==> config.mk <==
export PLATFORM = sky130hd
export DESIGN_NAME = intr_sched
export DESIGN_NICKNAME = d
export VERILOG_FILES = /design/src/rtl/intr_sched_pkg.sv /design/src/rtl/intr_sched_pick.sv /design/src/rtl/intr_sched.sv
export SDC_FILE = /design/constraint.sdc
export NUM_CORES = 1
export LEC_CHECK = 0
export ABC_AREA = 0
export BUFFER_PORTS_ARGS = -buffer_cell sky130_fd_sc_hd__buf_2
export CAP_MARGIN = 20
export CORE_MARGIN = 2
export CORE_UTILIZATION = 39
export DETAILED_ROUTE_END_ITERATION = 16
export HOLD_SLACK_MARGIN = 0.12
export PLACE_DENSITY = 0.62
export SYNTH_ARGS = -nofsm -noshare
export SYNTH_HDL_FRONTEND = slang
export SYNTH_SLANG_ARGS = --single-unit
==> constraint.sdc <==
create_clock -name blif_clk_net -period 4.3 [get_ports blif_clk_net]
set_clock_uncertainty 0.1 [all_clocks]
set_input_delay 0.645 -clock blif_clk_net [delete_from_list [all_inputs] [get_ports blif_clk_net]]
set_output_delay 0.645 -clock blif_clk_net [all_outputs]
set_load 0.005 [all_outputs]
==> src/rtl/intr_sched_pkg.sv <==
// Shared types and defaults for the interrupt scheduler.
// Round-robin channel selection is enabled by defining INTR_SCHED_RR_EN.
package intr_sched_pkg;

    localparam int NCH_DEF  = 9;
    localparam int TOUT_DEF = 16;

    typedef enum logic [1:0] {
        ST_IDLE    = 2'd0,
        ST_ARB     = 2'd1,
        ST_ISSUE   = 2'd2,
        ST_SERVICE = 2'd3
    } state_e;

    localparam logic [1:0] LVL_A = 2'd0;
    localparam logic [1:0] LVL_B = 2'd1;
    localparam logic [1:0] LVL_C = 2'd2;

endpackage

==> src/rtl/intr_sched_pick.sv <==
// Per-level channel picker: first eligible channel, searching from ptr+1 when
// RR is set, otherwise from index 0.
module intr_pick #(
    parameter int NCH = 9,
    parameter bit RR  = 1'b0
) (
    input  logic [NCH-1:0] elig,
    input  logic [3:0]     ptr,
    output logic [NCH-1:0] onehot,
    output logic [3:0]     idx,
    output logic           any
);

    int unsigned     start;
    int unsigned     cand;
    logic [NCH-1:0]  shifted;
    logic            found;

    always_comb begin
        start   = RR ? 32'(ptr) + 32'd1 : 32'd0;
        if (start >= 32'(NCH)) start = 32'd0;
        onehot  = '0;
        idx     = '0;
        found   = 1'b0;
        cand    = 32'd0;
        shifted = '0;
        for (int unsigned k = 0; k < NCH; k++) begin
            cand = start + k;
            if (cand >= 32'(NCH)) cand = cand - 32'(NCH);
            shifted = elig >> cand;
            if (!found && shifted[0]) begin
                found  = 1'b1;
                onehot = {{(NCH-1){1'b0}}, 1'b1} << cand;
                idx    = 4'(cand);
            end
        end
        any = found;
    end

endmodule

==> src/rtl/intr_sched.sv <==
// Three-level edge-captured interrupt scheduler with grant/ack/service handshake.
// Define INTR_SCHED_RR_EN for per-level round-robin; default is lowest-index wins.
module intr_sched
    import intr_sched_pkg::*;
#(
    parameter int NCH  = NCH_DEF,
    parameter int TOUT = TOUT_DEF
) (
    input  logic             blif_clk_net,
    input  logic             blif_reset_net,
    input  logic [NCH-1:0]   req_a,
    input  logic [NCH-1:0]   req_b,
    input  logic [NCH-1:0]   req_c,
    input  logic             mask_we,
    input  logic [3*NCH-1:0] mask_wdata,
    output logic             grant_vld,
    output logic [1:0]       grant_lvl,
    output logic [3:0]       grant_ch,
    input  logic             grant_ack,
    input  logic             svc_done,
    output logic             busy,
    output logic             tout_err,
    output logic [3*NCH-1:0] pend
);

    localparam int NB = 3 * NCH;
`ifdef INTR_SCHED_RR_EN
    localparam bit RR = 1'b1;
`else
    localparam bit RR = 1'b0;
`endif

    state_e                  state_q, state_d;
    logic [NB-1:0]           req_q, req_d;
    logic [NB-1:0]           pend_q, pend_d;
    logic [NB-1:0]           mask_q, mask_d;
    logic [7:0]              cnt_q, cnt_d;
    logic [1:0]              win_lvl_q, win_lvl_d;
    logic [3:0]              win_ch_q, win_ch_d;
    logic [2:0][NCH-1:0]     win_oh_q, win_oh_d;

    logic [NB-1:0]           req_all;
    logic [NB-1:0]           elig;
    logic [NB-1:0]           clr;
    logic [2:0][NCH-1:0]     elig_l;
    logic [2:0][NCH-1:0]     oh_l;
    logic [2:0][3:0]         idx_l;
    logic [2:0][3:0]         ptr_l;
    logic [2:0]              any_l;

    // Level A occupies the low NCH bits of pend/mask, level C the high bits.
    assign req_all = {req_c, req_b, req_a};
    assign elig    = pend_q & ~mask_q;
    assign elig_l  = elig;

    intr_pick #(.NCH(NCH), .RR(RR)) u_pick_a (
        .elig   (elig_l[0]),
        .ptr    (ptr_l[0]),
        .onehot (oh_l[0]),
        .idx    (idx_l[0]),
        .any    (any_l[0])
    );

    intr_pick #(.NCH(NCH), .RR(RR)) u_pick_b (
        .elig   (elig_l[1]),
        .ptr    (ptr_l[1]),
        .onehot (oh_l[1]),
        .idx    (idx_l[1]),
        .any    (any_l[1])
    );

    intr_pick #(.NCH(NCH), .RR(RR)) u_pick_c (
        .elig   (elig_l[2]),
        .ptr    (ptr_l[2]),
        .onehot (oh_l[2]),
        .idx    (idx_l[2]),
        .any    (any_l[2])
    );

`ifdef INTR_SCHED_RR_EN
    logic [2:0][3:0] ptr_q, ptr_d;

    always_comb begin
        ptr_d = ptr_q;
        if (state_q == ST_ISSUE && grant_ack) ptr_d[win_lvl_q] = win_ch_q;
    end

    always_ff @(posedge blif_clk_net or negedge blif_reset_net) begin
        if (!blif_reset_net) ptr_q <= '0;
        else                 ptr_q <= ptr_d;
    end

    assign ptr_l = ptr_q;
`else
    assign ptr_l = '0;
`endif

    always_comb begin
        state_d   = state_q;
        cnt_d     = cnt_q;
        win_lvl_d = win_lvl_q;
        win_ch_d  = win_ch_q;
        win_oh_d  = win_oh_q;
        tout_err  = 1'b0;
        clr       = '0;
        case (state_q)
            ST_IDLE: begin
                if (|elig) state_d = ST_ARB;
            end
            ST_ARB: begin
                // A mask write landing during IDLE can empty every level here.
                cnt_d    = '0;
                win_oh_d = '0;
                state_d  = ST_ISSUE;
                if (any_l[0]) begin
                    win_lvl_d   = LVL_A;
                    win_ch_d    = idx_l[0];
                    win_oh_d[0] = oh_l[0];
                end else if (any_l[1]) begin
                    win_lvl_d   = LVL_B;
                    win_ch_d    = idx_l[1];
                    win_oh_d[1] = oh_l[1];
                end else if (any_l[2]) begin
                    win_lvl_d   = LVL_C;
                    win_ch_d    = idx_l[2];
                    win_oh_d[2] = oh_l[2];
                end else begin
                    win_oh_d = win_oh_q;
                    state_d  = ST_IDLE;
                end
            end
            ST_ISSUE: begin
                if (grant_ack) begin
                    clr     = win_oh_q;
                    cnt_d   = '0;
                    state_d = ST_SERVICE;
                end else if (cnt_q == 8'(TOUT - 1)) begin
                    tout_err = 1'b1;
                    cnt_d    = '0;
                    state_d  = ST_IDLE;
                end else begin
                    cnt_d = cnt_q + 8'd1;
                end
            end
            ST_SERVICE: begin
                if (svc_done) state_d = ST_IDLE;
            end
            default: state_d = ST_IDLE;
        endcase

        req_d  = req_all;
        // A fresh edge on the bit being acknowledged keeps it pending.
        pend_d = (pend_q & ~clr) | (req_all & ~req_q);
        mask_d = mask_we ? mask_wdata : mask_q;
    end

    always_ff @(posedge blif_clk_net or negedge blif_reset_net) begin
        if (!blif_reset_net) begin
            state_q   <= ST_IDLE;
            req_q     <= '0;
            pend_q    <= '0;
            mask_q    <= '0;
            cnt_q     <= '0;
            win_lvl_q <= '0;
            win_ch_q  <= '0;
            win_oh_q  <= '0;
        end else begin
            state_q   <= state_d;
            req_q     <= req_d;
            pend_q    <= pend_d;
            mask_q    <= mask_d;
            cnt_q     <= cnt_d;
            win_lvl_q <= win_lvl_d;
            win_ch_q  <= win_ch_d;
            win_oh_q  <= win_oh_d;
        end
    end

    assign grant_vld = (state_q == ST_ISSUE);
    assign busy      = (state_q == ST_ISSUE) || (state_q == ST_SERVICE);
    assign grant_lvl = win_lvl_q;
    assign grant_ch  = win_ch_q;
    assign pend      = pend_q;

endmodule

======== Word level (Yosys, flattened, before mapping) ========
Cells that the tools add are included.
word-level totals
  output and inout bits ................... 36
  logic and storage cells ................. 187
  bits in registers ....................... 124
  bits of input ports ..................... 59
operators by class
  multiplexer cells ....................... 107
  eq/ne operators ......................... 7
  bitwise logic cells ..................... 7
  add/sub/neg operators ................... 1
  reductions and logical operators ........ 55
operators with widths
  kind                                            number
  two-way mux 9 bit                               29
  two-way mux 4 bit                               21
  AND 27 bit                                      3
  NOT 27 bit                                      3
  two-way mux 27 bit                              2
  two-way mux 1 bit                               36
  two-way mux 18 bit                              2
  bitwise OR 27 bit                               1
  OR reduction 27 bit                             1
  two-way mux 2 bit                               13
  logical AND 1 bit                               24
  zero test 1 bit                                 24
  two-way mux 8 bit                               2
  case mux 8 bit (2 select lines)                 1
  adder 8 x 1 -> 8 bit (second input constant)    1
  == test 8 x 4 -> 1 bit (second input constant)  1
  case mux 2 bit (4 select lines)                 1
  == test 2 bit (second input constant)           2
  != test 2 bit (second input constant)           2
  != test 3 x 1 -> 1 bit (second input constant)  1
  AND reduction 3 bit                             1
  nonzero test 3 bit                              1
  == test 2 x 1 -> 1 bit (second input constant)  1
  zero test 2 bit                                 1
  other kinds (3)                                 3

======== Depth between registers and ports, before layout ========
  depth after elaboration ................. 31
  mapped depth ............................ 8
  depth with buffers taken out ............ 7

======== Cells and area by module ========
A second synthesis with hierarchy kept.
second synthesis, totals
  cell total of the unflattened synthesis .. 515
  area total of the unflattened synthesis .. 5,532.8 um^2
modules (own cells, without submodules)
  module      cells each  area an instance (um^2)  seq. area each (um^2)  times used
  intr_sched  437         5,011.1                  3,103.0                1
  intr_pick   26          173.9                    0.0                    3

======== Worst setup path before layout ========
Ideal clock, no wire load.
  path kind ............................... register to register
  start point ............................. reg pend_q[19], in the netlist pend[19]
  end point ............................... reg win_oh_q[3] (netlist bit)
  slack ................................... 2.244 ns
  setup time .............................. 0.110 ns
  data required time ...................... 4.090 ns
  data arrival time ....................... 1.846 ns
  period minus slack after synthesis ...... 2.056 ns
  stages on the path, launching flop included .. 9
  path buffers ............................ 2
  path through ............................ dfrtp_1 -> nor2b_1 -> nor4_4 -> nand3_2 -> o31ai_4 -> buf_4 -> buf_4 -> nand2_1 -> o41ai_1
between the ends
  longest elaborated chain between the ends .. 26
ends and longest elaborated chain
  what                             line                   RTL
  from (decl)                      intr_sched.sv:35       logic [NB-1:0] pend_q, pend_d;
  from (signal assigned)           intr_sched.sv:170      pend_q <= pend_d;
  AND 27 bit *                     intr_sched.sv:53       assign elig = pend_q & ~mask_q;
  logical AND 1 bit *              intr_sched_pick.sv:31  if (!found && shifted[0]) begin
  two-way mux 1 bit *              intr_sched_pick.sv:31
  zero test 1 bit                  intr_sched_pick.sv:31
  logical AND 1 bit                intr_sched_pick.sv:31
  two-way mux 1 bit *              intr_sched_pick.sv:31
  zero test 1 bit                  intr_sched_pick.sv:31
  logical AND 1 bit                intr_sched_pick.sv:31
  (+10 left out)                   --
  zero test 1 bit                  intr_sched_pick.sv:31
  logical AND 1 bit                intr_sched_pick.sv:31
  two-way mux 1 bit *              intr_sched_pick.sv:31
  zero test 1 bit                  intr_sched_pick.sv:31
  logical AND 1 bit                intr_sched_pick.sv:31
  two-way mux 1 bit *              intr_sched_pick.sv:31
  nonzero test 3 bit (no line) *   --
  AND reduction 2 bit (no line) *  --
  to (signal assigned)             intr_sched.sv:175      win_oh_q <= win_oh_d;
  to (decl)                        intr_sched.sv:40       logic [2:0][NCH-1:0] win_oh_q, win_oh_d;
Mark *: on every way between the ends. The rest lies on a longest branch, timed or not.
A chain may end at the register's enable or synchronous reset.

======== Worst setup path after layout ========
  start point ............................. reg pend_q[6], in the netlist pend[6]
  end point ............................... reg win_oh_q[5] (netlist bit)
between the ends
  longest elaborated chain between the ends .. 11
  elaborated cells between the ends (all ways) .. 15
  classes of those cells .................. mux: 7; bitwise: 1; reduce/logical: 7
ends and longest elaborated chain
  what                           line
  AND 27 bit *                   intr_sched.sv:53
  logical AND 1 bit *            intr_sched_pick.sv:31
  two-way mux 1 bit              intr_sched_pick.sv:31
  zero test 1 bit                intr_sched_pick.sv:31
  logical AND 1 bit              intr_sched_pick.sv:31
  two-way mux 1 bit              intr_sched_pick.sv:31
  zero test 1 bit                intr_sched_pick.sv:31
  logical AND 1 bit              intr_sched_pick.sv:31
  two-way mux 1 bit              intr_sched_pick.sv:31
  nonzero test 3 bit (no line)   --
  AND reduction 2 bit (no line)  --
Marks and branches as above.

==> impl_metrics.csv <==
group,metric,value,unit
place,place_inst,751,
detailed_routing,top_layer_used,"met4",
floorplan,pin_count,95,
logic_synthesis,yosys.area_share.adder,1.42,%
place,io_buffers,94,
sta,slew_violations,0,
sta,finalHoldViolCount,0,
detailed_routing,met1_length,5.44,mm
worst_setup_path,path_class,"register to register",
final_layout,syn_to_final_growth,23.9,%
worst_hold_path,hold_class,"input port to register",
worst_setup_path,worstPathCellList,"nor2b_1 > nor4_4 > nand3_2 > o31ai_4 > buf_4 > nand2_1 > o41ai_1",
sta,worst_slew_pin_slew,0.816,ns
worst_setup_path,start_kind,"register",
detailed_routing,drt_pass1_iterations,4,
sta,slew_headroom,45.6,%
logic_synthesis,synth_top_area_share,58.6,%
cts,insertion_delay,0.41,ns
cts,h-tree-depth,4,
logic_synthesis,yosysTopAreaCell,"dfrtp_1",
global_route,grt_pass1_vias,3879,
floorplan,die_w,121,um
detailed_routing,dr.first_iter.drc_count,256,
final_layout,register_area,3100,sq um
global_route,grt_max_degree,77,
place,hpwlAfterDp,8.05,mm
logic_synthesis,yosys-top-cells-area,"dfrtp_1 (59%), nand2_1 (6.9%), mux2_2 (5.7%)",
pwr,fin_total_pwr,3.25,mW
detailed_routing,wirelength,11.4,mm
logic_synthesis,yosys_warnings,0,
logic_synthesis,synthSimpleGateAreaFrac,18.6,%
detailed_routing,vias,3901,
logic_synthesis,synth_ff_type,"dfrtp_1",
place,gp_congestion,0.823,
sta,setup_tns,0,ns
final_layout,antenna_cells,0,
final_layout,drive_gt1_share,27.0,%
cts,cts.path.max_buffers,2,
final_layout,multi_input_area,2000,sq um
detailed_routing,wl_met3,529,um
final_layout,finish.instance_area,6560,sq um
detailed_routing,ant_nets,0,
worst_setup_path,crit_slowest_cell,"o31ai_4",
sta,fmax,345,MHz
logic_synthesis,async_flop_share,100,%
worst_setup_path,worstPathMaxFanout,27,
cts,clk_pin_slew,0.05,ns
worst_setup_path,cp_num_buf_inv,1,
pwr,p_leak,3.04,nW
logic_synthesis,post-synth-top-count-cell,"dfrtp_1",
floorplan,rows,42,
logic_synthesis,synth_top_family_by_area,"simple AND/OR/NAND/NOR gates",
cts,postCtsSetupRepairBufs,0,
floorplan,die_area,14500,sq um
pwr,vdd_drop_max,0.271,mV
final_layout,final_nets,662,
cts,cts_resized,0,
logic_synthesis,ys_types,51,
final_layout,final_util,49.5,%
sta,finalCritPeriodShare,67.4,%
worst_setup_path,cp_slowest_stage_delay,0.83,ns
logic_synthesis,seq_area_frac_synth,58.6,%
logic_synthesis,synth_common_cells,"dfrtp_1 (124), nand2_1 (97), o21ai_0 (39)",
global_route,grt_usage,16.9,%
worst_setup_path,rrSetupSlack,1.40,ns
worst_setup_path,endpoint_kind,"register",
worst_setup_path,cp_data_required_time,4.49,ns
detailed_routing,post_drt_wl_per_cell,14.5,um
sta,period_needed,2.90,ns
logic_synthesis,synth.area.mux_share,6.31,%
flow_run,cap_violations,0,
place,dpl_cell_area,5950,sq um
logic_synthesis,synth-compound-area-share,11.4,%
pwr,powerDensity,495,nW/um^2
logic_synthesis,synth_area,5300,sq um
logic_synthesis,synth_edf_count,0,
floorplan,start_util,40.0,%
cts,cts_buffers,17,
logic_synthesis,synth-seq-cells,124,
sta,grt_setup_unrepaired,"false",
cts,clkSinkCount,124,
global_route,overflow,0,
worst_setup_path,crit_family,"simple AND/OR/NAND/NOR gates",
final_layout,fillers,1264,
global_route,grt_antenna_before_repair,0,
detailed_routing,wl_met2,5.28,mm
logic_synthesis,avgSynthCellArea,10.8,sq um
cts,cts_tree,"built",
floorplan,core_area,13200,sq um
logic_synthesis,synth_cells,492,
cts,root_buffer,"clkbuf_16",
global_route,grt_pass1_wl,19.0,mm
detailed_routing,drcViolationCount,0,
sta,setup_viol,0,
worst_setup_path,arrival,3.09,ns
detailed_routing,avgViaCountPerCell,4.96,
floorplan,die_h,121,um
logic_synthesis,synth_xor_area_share,0,%
final_layout,stdcell_count,786,
status,status,"complete, no violations",
logic_synthesis,synth.net_count,557,
[power breakdown]
| group | internal (mW) | switching (mW) |
|---|---|---|
| logic | 0.222 | 0.365 |
| clock network | 0.848 | 0.481 |
| registers | 1.27 | 0.0598 |
| total | 2.34 | 0.905 |
[layout make-up]
| cell class | instances | area share [%] |
|---|---|---|
| clock inverter | 8 | 0.992 |
| multi-input combinational | 320 | 30.4 |
| inverter | 35 | 2.00 |
| sequential | 124 | 47.3 |
| timing repair buffer | 99 | 8.43 |
| tap | 176 | 3.36 |
| clock buffer | 24 | 7.49 |
[what timing repair did]
| action | CTS | global route |
|---|---|---|
| hold endpoints to repair | 0 | 25 |
| hold buffers | 0 | 1 |
| setup endpoints to repair | 0 | 0 |
[through the flow]
step,hold slack (ns),worst slack [ns]
global placement,0.301,1.51
detailed placement,0.307,1.43
CTS,0.228,1.40
floorplan,0.249,2.24
finish,0.251,1.40
global route,0.235,1.18
[cell families after synthesis]
kind of cell | Yosys count
AND/OR/NAND/NOR | 190
flip-flops | 124
AO/OA/AOI/OAI | 94
buffers and inverters | 48
multiplexers | 30
adder cells (fa/ha/maj) | 6
[worst reg2reg max path: cells and delay by family (launching register included)]
family	cells	cell delay [ns]
buffers and inverters	1	0.43
DFF	1	0.39
AOI/OAI and AO/OA	2	0.89
and+or+nand+nor	4	0.97
[metal layers]
| layer | track usage [%] | up-vias |
|---|---|---|
| met4 | 6.90 | 0 |
| met3 | 5.00 | 12 |
| met1 | 23.1 | 1891 |
| met5 | 0 | - |
| met2 | 25.1 | 99 |
| li1 | - | 1899 |
[state kept, by name (all words and copies together) (netlist names)]
name,flops
req_q,27
win_oh_q,27
pend,27
mask_q,27
state_q,2
grant_lvl,2
grant_ch,4
cnt_q,8
[worst paths after layout]
path	end	from	cells after the start
worst max-delay path	win_oh_q[5]	pend[6]	7
worst min-delay path	req_q[26]	req_c[8]	1
worst max register to register	win_oh_q[5]	pend[6]	7
worst min register to register	pend[6]	req_q[6]	1
max in group asynchronous	req_q[4]	blif_reset_net	3
min in group asynchronous	req_q[5]	blif_reset_net	2
[placed cells by master (no fill, tap or decap), types with 3 or more instances in the layout]
cell type,synthesis,layout
clkbuf_8,0,4
nand2b_1,19,19
nand3_1,10,10
nand3_2,3,3
o21ai_0,39,39
nand2_1,97,97
clkbuf_1,7,3
inv_1,35,35
nor4_4,3,3
dfrtp_1,124,124
a21oi_1,6,6
nor2b_1,20,20
ha_1,6,6
a32o_1,3,3
clkbuf_16,0,17
clkinv_2,0,7
mux2_2,27,27
o21bai_1,3,3
mux2i_1,3,3
o41ai_1,4,4
o31ai_1,13,13
and3_1,5,5
o21ai_1,11,11
nor2_1,14,14
buf_2,2,93
Power figures use the tool's default switching activity.
